**config.mk**
```make
export PLATFORM = sky130hd
export DESIGN_NAME = fpu_divider_sp
export DESIGN_NICKNAME = d
export VERILOG_FILES = /design/src/rtl/fpu_divider_sp.sv
export SDC_FILE = /design/constraint.sdc
export NUM_CORES = 1
export LEC_CHECK = 0
export BUFFER_PORTS_ARGS = -buffer_cell sky130_fd_sc_hd__buf_2
export CORE_AREA = 2 2 153 155
export CTS_CLUSTER_SIZE = 24
export DETAILED_ROUTE_END_ITERATION = 6
export DIE_AREA = 0 0 155 157
export GPL_ROUTABILITY_DRIVEN = 0
export MAX_ROUTING_LAYER = met4
export PLACE_DENSITY = 0.65
export SLEW_MARGIN = 10
export SYNTH_ARGS = -nofsm -noshare
export SYNTH_HDL_FRONTEND = slang
export SYNTH_SLANG_ARGS = --single-unit
```
**constraint.sdc**
```tcl
create_clock -name clk -period 7.3 [get_ports clk]
set_input_delay 1.46 -clock clk [delete_from_list [all_inputs] [get_ports clk]]
set_output_delay 1.46 -clock clk [all_outputs]
set_load 0.01 [all_outputs]
```
**src/rtl/fpu_divider_sp.sv**
```systemverilog
// Sequential IEEE-754 single-precision divider: restoring mantissa division, one quotient bit per clock.
// Build option: define FPU_DIV_ROUND_EN for round-to-nearest-even; otherwise the quotient is truncated.
module fpu_divider_sp #(
  parameter int WIDTH = 32
) (
  input  logic             clk,
  input  logic             rst_n,
  input  logic             start,
  input  logic [WIDTH-1:0] A,
  input  logic [WIDTH-1:0] B,
  output logic [WIDTH-1:0] result,
  output logic             done,
  output logic             busy,
  output logic             div_by_zero,
  output logic             invalid,
  output logic             overflow,
  output logic             underflow
);

  localparam logic [31:0] QNAN = 32'h7FC0_0000;

  typedef enum logic [1:0] {IDLE, DIVIDE, NORM, SPECIAL} state_t;

  state_t             state, state_nxt;
  logic [4:0]         iter;
  logic [31:0]        a_r, b_r;
  logic [24:0]        rem;
  logic [25:0]        quo;
  logic signed [9:0]  exp_r;

  logic [23:0]        mb;
  logic [25:0]        diff;
  logic               q_bit;
  logic [24:0]        rem_sel;

  logic [22:0]        mant_n;
  logic signed [9:0]  exp_n;
  logic [23:0]        mant_rnd;
  logic signed [9:0]  exp_f;
`ifdef FPU_DIV_ROUND_EN
  logic               guard_n;
  logic               sticky_n;
`endif

  logic [31:0]        fin_res;
  logic [3:0]         fin_flags;
  logic [33:0]        norm_pack;

  // Every operand with exponent 0 or 255 (zero, denormal, Inf, NaN) bypasses the divider.
  function automatic logic is_special(input logic [31:0] a, input logic [31:0] b);
    return (a[30:23] == 8'h00) || (a[30:23] == 8'hFF) ||
           (b[30:23] == 8'h00) || (b[30:23] == 8'hFF);
  endfunction

  // Returns {div_by_zero, invalid, overflow, underflow, result}.
  function automatic logic [35:0] special_case(input logic [31:0] a, input logic [31:0] b);
    logic s, a_nan, b_nan, a_inf, b_inf, a_zero, b_zero;
    s      = a[31] ^ b[31];
    a_nan  = (a[30:23] == 8'hFF) && (a[22:0] != 23'd0);
    b_nan  = (b[30:23] == 8'hFF) && (b[22:0] != 23'd0);
    a_inf  = (a[30:23] == 8'hFF) && (a[22:0] == 23'd0);
    b_inf  = (b[30:23] == 8'hFF) && (b[22:0] == 23'd0);
    a_zero = (a[30:23] == 8'h00);
    b_zero = (b[30:23] == 8'h00);
    if (a_nan || b_nan)                         return {4'b0000, QNAN};
    else if ((a_zero && b_zero) || (a_inf && b_inf)) return {4'b0100, QNAN};
    else if (a_inf)                             return {4'b0000, s, 8'hFF, 23'd0};
    else if (b_zero)                            return {4'b1000, s, 8'hFF, 23'd0};
    else                                        return {4'b0000, s, 31'd0};
  endfunction

`ifdef FPU_DIV_ROUND_EN
  // Nearest-even increment; bit 23 of the return is the mantissa carry-out.
  function automatic logic [23:0] round_rne(input logic [22:0] m, input logic g, input logic s);
    return {1'b0, m} + {23'd0, g & (s | m[0])};
  endfunction
`endif

  // Applies the exponent range limits; returns {overflow, underflow, result}.
  function automatic logic [33:0] saturate(input logic s, input logic signed [9:0] e,
                                           input logic [22:0] m);
    if (e >= 10'sd255)     return {2'b10, s, 8'hFF, 23'd0};
    else if (e <= 10'sd0)  return {2'b01, s, 31'd0};
    else                   return {2'b00, s, e[7:0], m};
  endfunction

  assign busy = (state != IDLE);

  always_comb begin
    state_nxt = state;
    case (state)
      IDLE:    if (start) state_nxt = is_special(A, B) ? SPECIAL : DIVIDE;
      DIVIDE:  if (iter == 5'd25) state_nxt = NORM;
      NORM:    state_nxt = IDLE;
      SPECIAL: state_nxt = IDLE;
      default: state_nxt = IDLE;
    endcase
  end

  // One restoring step: trial subtract, keep the difference when it does not borrow.
  always_comb begin
    mb      = {1'b1, b_r[22:0]};
    diff    = {1'b0, rem} - {2'b00, mb};
    q_bit   = ~diff[25];
    rem_sel = q_bit ? diff[24:0] : rem;
  end

  always_comb begin
    mant_n = quo[25] ? quo[24:2] : quo[23:1];
    exp_n  = quo[25] ? exp_r : exp_r - 10'sd1;
`ifdef FPU_DIV_ROUND_EN
    guard_n  = quo[25] ? quo[1] : quo[0];
    sticky_n = (quo[25] & quo[0]) | (|rem);
    mant_rnd = round_rne(mant_n, guard_n, sticky_n);
`else
    mant_rnd = {1'b0, mant_n};
`endif
    exp_f     = exp_n + $signed({9'd0, mant_rnd[23]});
    norm_pack = saturate(a_r[31] ^ b_r[31], exp_f, mant_rnd[22:0]);
  end

  always_comb begin
    fin_res   = 32'd0;
    fin_flags = 4'd0;
    if (state == SPECIAL) begin
      {fin_flags, fin_res} = special_case(a_r, b_r);
    end else begin
      fin_res   = norm_pack[31:0];
      fin_flags = {2'b00, norm_pack[33:32]};
    end
  end

  // Control and architecturally visible outputs
  always_ff @(posedge clk) begin
    if (!rst_n) begin
      state       <= IDLE;
      iter        <= 5'd0;
      done        <= 1'b0;
      result      <= 32'd0;
      div_by_zero <= 1'b0;
      invalid     <= 1'b0;
      overflow    <= 1'b0;
      underflow   <= 1'b0;
    end else begin
      state <= state_nxt;
      done  <= 1'b0;
      if (state == IDLE && start) iter <= 5'd0;
      else if (state == DIVIDE)   iter <= iter + 5'd1;
      if (state == NORM || state == SPECIAL) begin
        done   <= 1'b1;
        result <= fin_res;
        {div_by_zero, invalid, overflow, underflow} <= fin_flags;
      end
    end
  end

  // Operand capture and the iterating remainder/quotient
  always_ff @(posedge clk) begin
    if (state == IDLE && start) begin
      a_r   <= A;
      b_r   <= B;
      rem   <= {1'b0, 1'b1, A[22:0]};
      exp_r <= $signed({2'b00, A[30:23]}) - $signed({2'b00, B[30:23]}) + 10'sd127;
    end else if (state == DIVIDE) begin
      rem <= {rem_sel[23:0], 1'b0};
      quo <= {quo[24:0], q_bit};
    end
  end

endmodule

```
==> results.tsv <==
stage	metric	value	unit
run_status	status	complete, no violations	
global_route	grt_pass1_vias	5677	
floorplanning	io_pins	105	
power	seq_power_share	40.5	%
power	combPwrFrac	31.5	%
worst_setup_path	arrival	3640	ps
routing	vias_per_cell	5.05	
timing	finalCritPeriodShare	47.7	%
synthesis	async_flop_share	0	%
global_route	grtUsageTotal	15.6	%
timing	setup_violations	0	
place	io_buffer_count	104	
worst_setup_path	reg2reg_to	rem[4]	
global_route	antenna_found_initial	2	
timing	relSlewSlack	35.6	%
global_route	overflow	0	
clocking	post-cts-setup-buffer-count	0	
timing	hold_viol	0	
clocking	cts_tree	built	
clocking	clock-sinks	169	
synthesis	synth_edf_count	123	
layout	layout.nets	968	
power	p_int	2.14	mW
routing	dr.pass1.iters	4	
routing	wire_per_inst	15.6	um
worst_setup_path	rrSetupSlack	3820	ps
place	dpl_cell_area	0.00927	mm2
worst_setup_path	crit_chain	ha_1 > o21ai_0 > a2111oi_2 > o21ai_0 > nand2_1 > a211oi_2 > o21bai_2 > buf_4 > mux2i_1 > a21oi_1	
power	leakage	3.97	nW
worst_setup_path	critPathSlowestCell	o21bai_2	
worst_setup_path	reg2regPathDepth	10	
timing	slew_viol_final	0	
clocking	clockBufferDepth	2	
worst_setup_path	crit_required	7450	ps
global_route	grt_max_degree	79	
synthesis	yosys.area.top_type	edfxtp_1	
synthesis	synth_top_area_share	43.6	%
power	power_density	319	mW/mm2
floorplanning	rows	55	
worst_setup_path	end_kind	flop	
timing	tns	0	ps
clocking	htree_levels	4	
floorplanning	start_util	37.7	%
floorplanning	die_w	155	um
power	p_switching	1.01	mW
layout	area_delta_synth_final	16.3	%
place	hpwl	13200	um
synthesis	syn_area_per_cell	11.2	um2
worst_setup_path	rr_startpoint	rem[3]	
worst_setup_path	worstSetupPathType	reg -> reg	
worst_hold_path	hold_path_class	reg -> reg	
timing	period_minus_slack	3480	ps
floorplanning	dieArea	0.0243	mm2
timing	worstMarginPinSlew	965	ps
worst_hold_path	hold_depth	0	
synthesis	syn_nets	864	
routing	ant_nets	0	
clocking	worstSkewPairLatency	420	ps
layout	post-route-cell-area	0.00986	mm2
worst_setup_path	slowest_delay	710	ps
global_route	grt_pass1_wl	29000	um
worst_setup_path	startpoint_type	flop	
clocking	cts_root_buffer	clkbuf_16	
power	ir_worst_vdd	0.000166	V
layout	post-route-util	43.8	%
routing	vias	5882	
clocking	cts_hold_buf	0	
routing	drc_errors	0	
synthesis	ys_types	63	
power	swShare	32.1	%
synthesis	ys_seq_elements	169	
worst_hold_path	min_from	quo[0]	
floorplanning	coreArea	0.0225	mm2
worst_setup_path	crit_path_frequent_cell	o21ai_0	
layout	drive_above_1_share	19.7	%
timing	max_freq	287	MHz
clocking	post_cts_resized	0	
clocking	cts.clk_slew.worst_paths	70	ps
power	power	3.14	mW
flow_run	cap_violations	0	
synthesis	synthFlopType	edfxtp_1	
timing	rsz0062_at_grt	no	
floorplanning	die_h	157	um
worst_setup_path	crit_fanout	14	
timing	fin_skew	12.1	ps
routing	wl	18200	um
synthesis	synth-seq-area-share	54.5	%
synthesis	synth_area_leaders	edfxtp_1 (44%), dfxtp_1 (11%), mux2i_1 (5.3%)	
worst_hold_path	hold_end	quo[1]	
power	pwr-share-clk	28.0	%
synthesis	yosysWarnings	0	
clocking	cts_buffers	17	
routing	drtIter0Drc	356	
synthesis	syn_area	0.00847	mm2
synthesis	synth_cells	760	
==> critical path, delay by kind of cell (launching register included) <==
kind | cells | cell delay (ps)
flops | 1 | 400
fa+ha+maj | 1 | 360
mux | 1 | 270
buf+inv | 1 | 390
compound gates | 6 | 1630
simple gates | 1 | 150
==> kinds of logic (layout without fill, tap and decap cells) <==
| kind of cell | count (synthesis) | in the layout | share of synthesized area [%] |
|---|---|---|---|
| AO/OA/AOI/OAI | 163 | 163 | 12.7 |
| multiplexers | 47 | 47 | 5.58 |
| adder cells (fa/ha/maj) | 37 | 37 | 5.64 |
| other | 0 | 3 | 0 |
| AND/OR/NAND/NOR | 224 | 224 | 13.3 |
| buffers and inverters | 78 | 195 | 3.96 |
| flip-flops | 169 | 169 | 54.5 |
| XOR/XNOR | 42 | 42 | 4.34 |
==> worst max path at each step <==
stage	start	end	slack (ps)	cells past startpoint
after floorplan	start	rem[16]	3620	3
after global placement	A[23]	exp_r[8]	3490	13
after detailed placement	A[23]	exp_r[8]	3460	13
after CTS	rem[2]	rem[5]	3810	10
after global routing	b_r[3]	rem[5]	3510	11
final	rem[3]	rem[4]	3820	10
==> cell type report <==
cell class,count,area [um2]
fill,2110,12600
sequential,169,4610
multi-input combinational,513,3550
timing repair buffer,109,558
clock buffer,23,488
tap,285,357
inverter,54,203
clock inverter,9,85.1
antenna,3,7.51
==> power groups by stage <==
stage / registers, mW / clock network, mW / logic [mW]
3_3_place_gp: 1.29 / 0 / 0.968
4_1_cts: 1.27 / 0.904 / 0.989
6_report: 1.27 / 0.880 / 0.991
2_1_floorplan: 1.27 / 0 / 0.798
3_5_place_dp: 1.29 / 0 / 0.982
5_1_grt: 1.29 / 0.937 / 1.10
==> layer usage <==
layer | up-vias | global-route usage [%] | wire (um)
met3 | 20 | 3.30 | 660
li1 | 2987 | - | -
met1 | 2750 | 20.3 | 8760
met5 | - | - | 0
met4 | 0 | 5.11 | 233
met2 | 125 | 24.6 | 8550
==> registers in the layout (all words and copies together), names as in the netlist <==
name,count
exp_r,10
overflow,1
quo,26
rem,25
done,1
state,2
b_r,32
invalid,1
a_r,32
underflow,1
iter,5
result,32
div_by_zero,1
==> cell usage in the layout, fill, tap and decap left out, drive strengths merged, types with 2 or more instances in the layout <==
cell    count
o21bai      7
a31oi       4
a31o        3
nand4b      2
nor2b      19
o31a        3
a21o        8
nor3       11
mux2        2
or2         2
a211oi      6
and2        2
fa          2
inv        58
nor4       21
a311oi      3
nand3b      4
nor2       55
diode       3
and4        2
xor2       16
a21boi      3
nand3      11
o21ai      49
o31ai       3
nand4      19
clkinv      3
o211ai      7
ha         35
buf       109
edfxtp    123
and3        3
dfxtp      46
xnor2      26
o21a        5
mux2i      45
clkbuf     23
nand2b      9
a21oi      49
nand2      61
==> cell usage after synthesis, drive strengths merged, types with 2 or more instances <==
master  instances
o21a            5
o211ai          7
ha             35
nand2          61
a211oi          6
nand3          11
dfxtp          46
nand4          19
edfxtp        123
o31a            3
nand3b          4
xor2           16
a21oi          49
mux2i          45
a21boi          3
inv            54
nand2b          9
and2            2
nor2           55
and4            2
nor4           21
buf             7
clkbuf         17
nor3           11
a21o            8
nand4b          2
and3            3
a31o            3
o21ai          49
a31oi           4
xnor2          26
fa              2
mux2            2
or2             2
nor2b          19
a311oi          3
o21bai          7
o31ai           3
==> per-stage QoR <==
| stage | instances | setup WS, ps | hold WS [ps] |
|---|---|---|---|
| global placement | 1130 | 3490 | 407 |
| floorplan | 760 | 3620 | 400 |
| global route | 1164 | 3510 | 438 |
| finish | 1165 | 3820 | 427 |
| CTS | 1162 | 3810 | 437 |
| detailed placement | 1130 | 3460 | 429 |
Note: power is estimated with default switching activity, not from simulation.
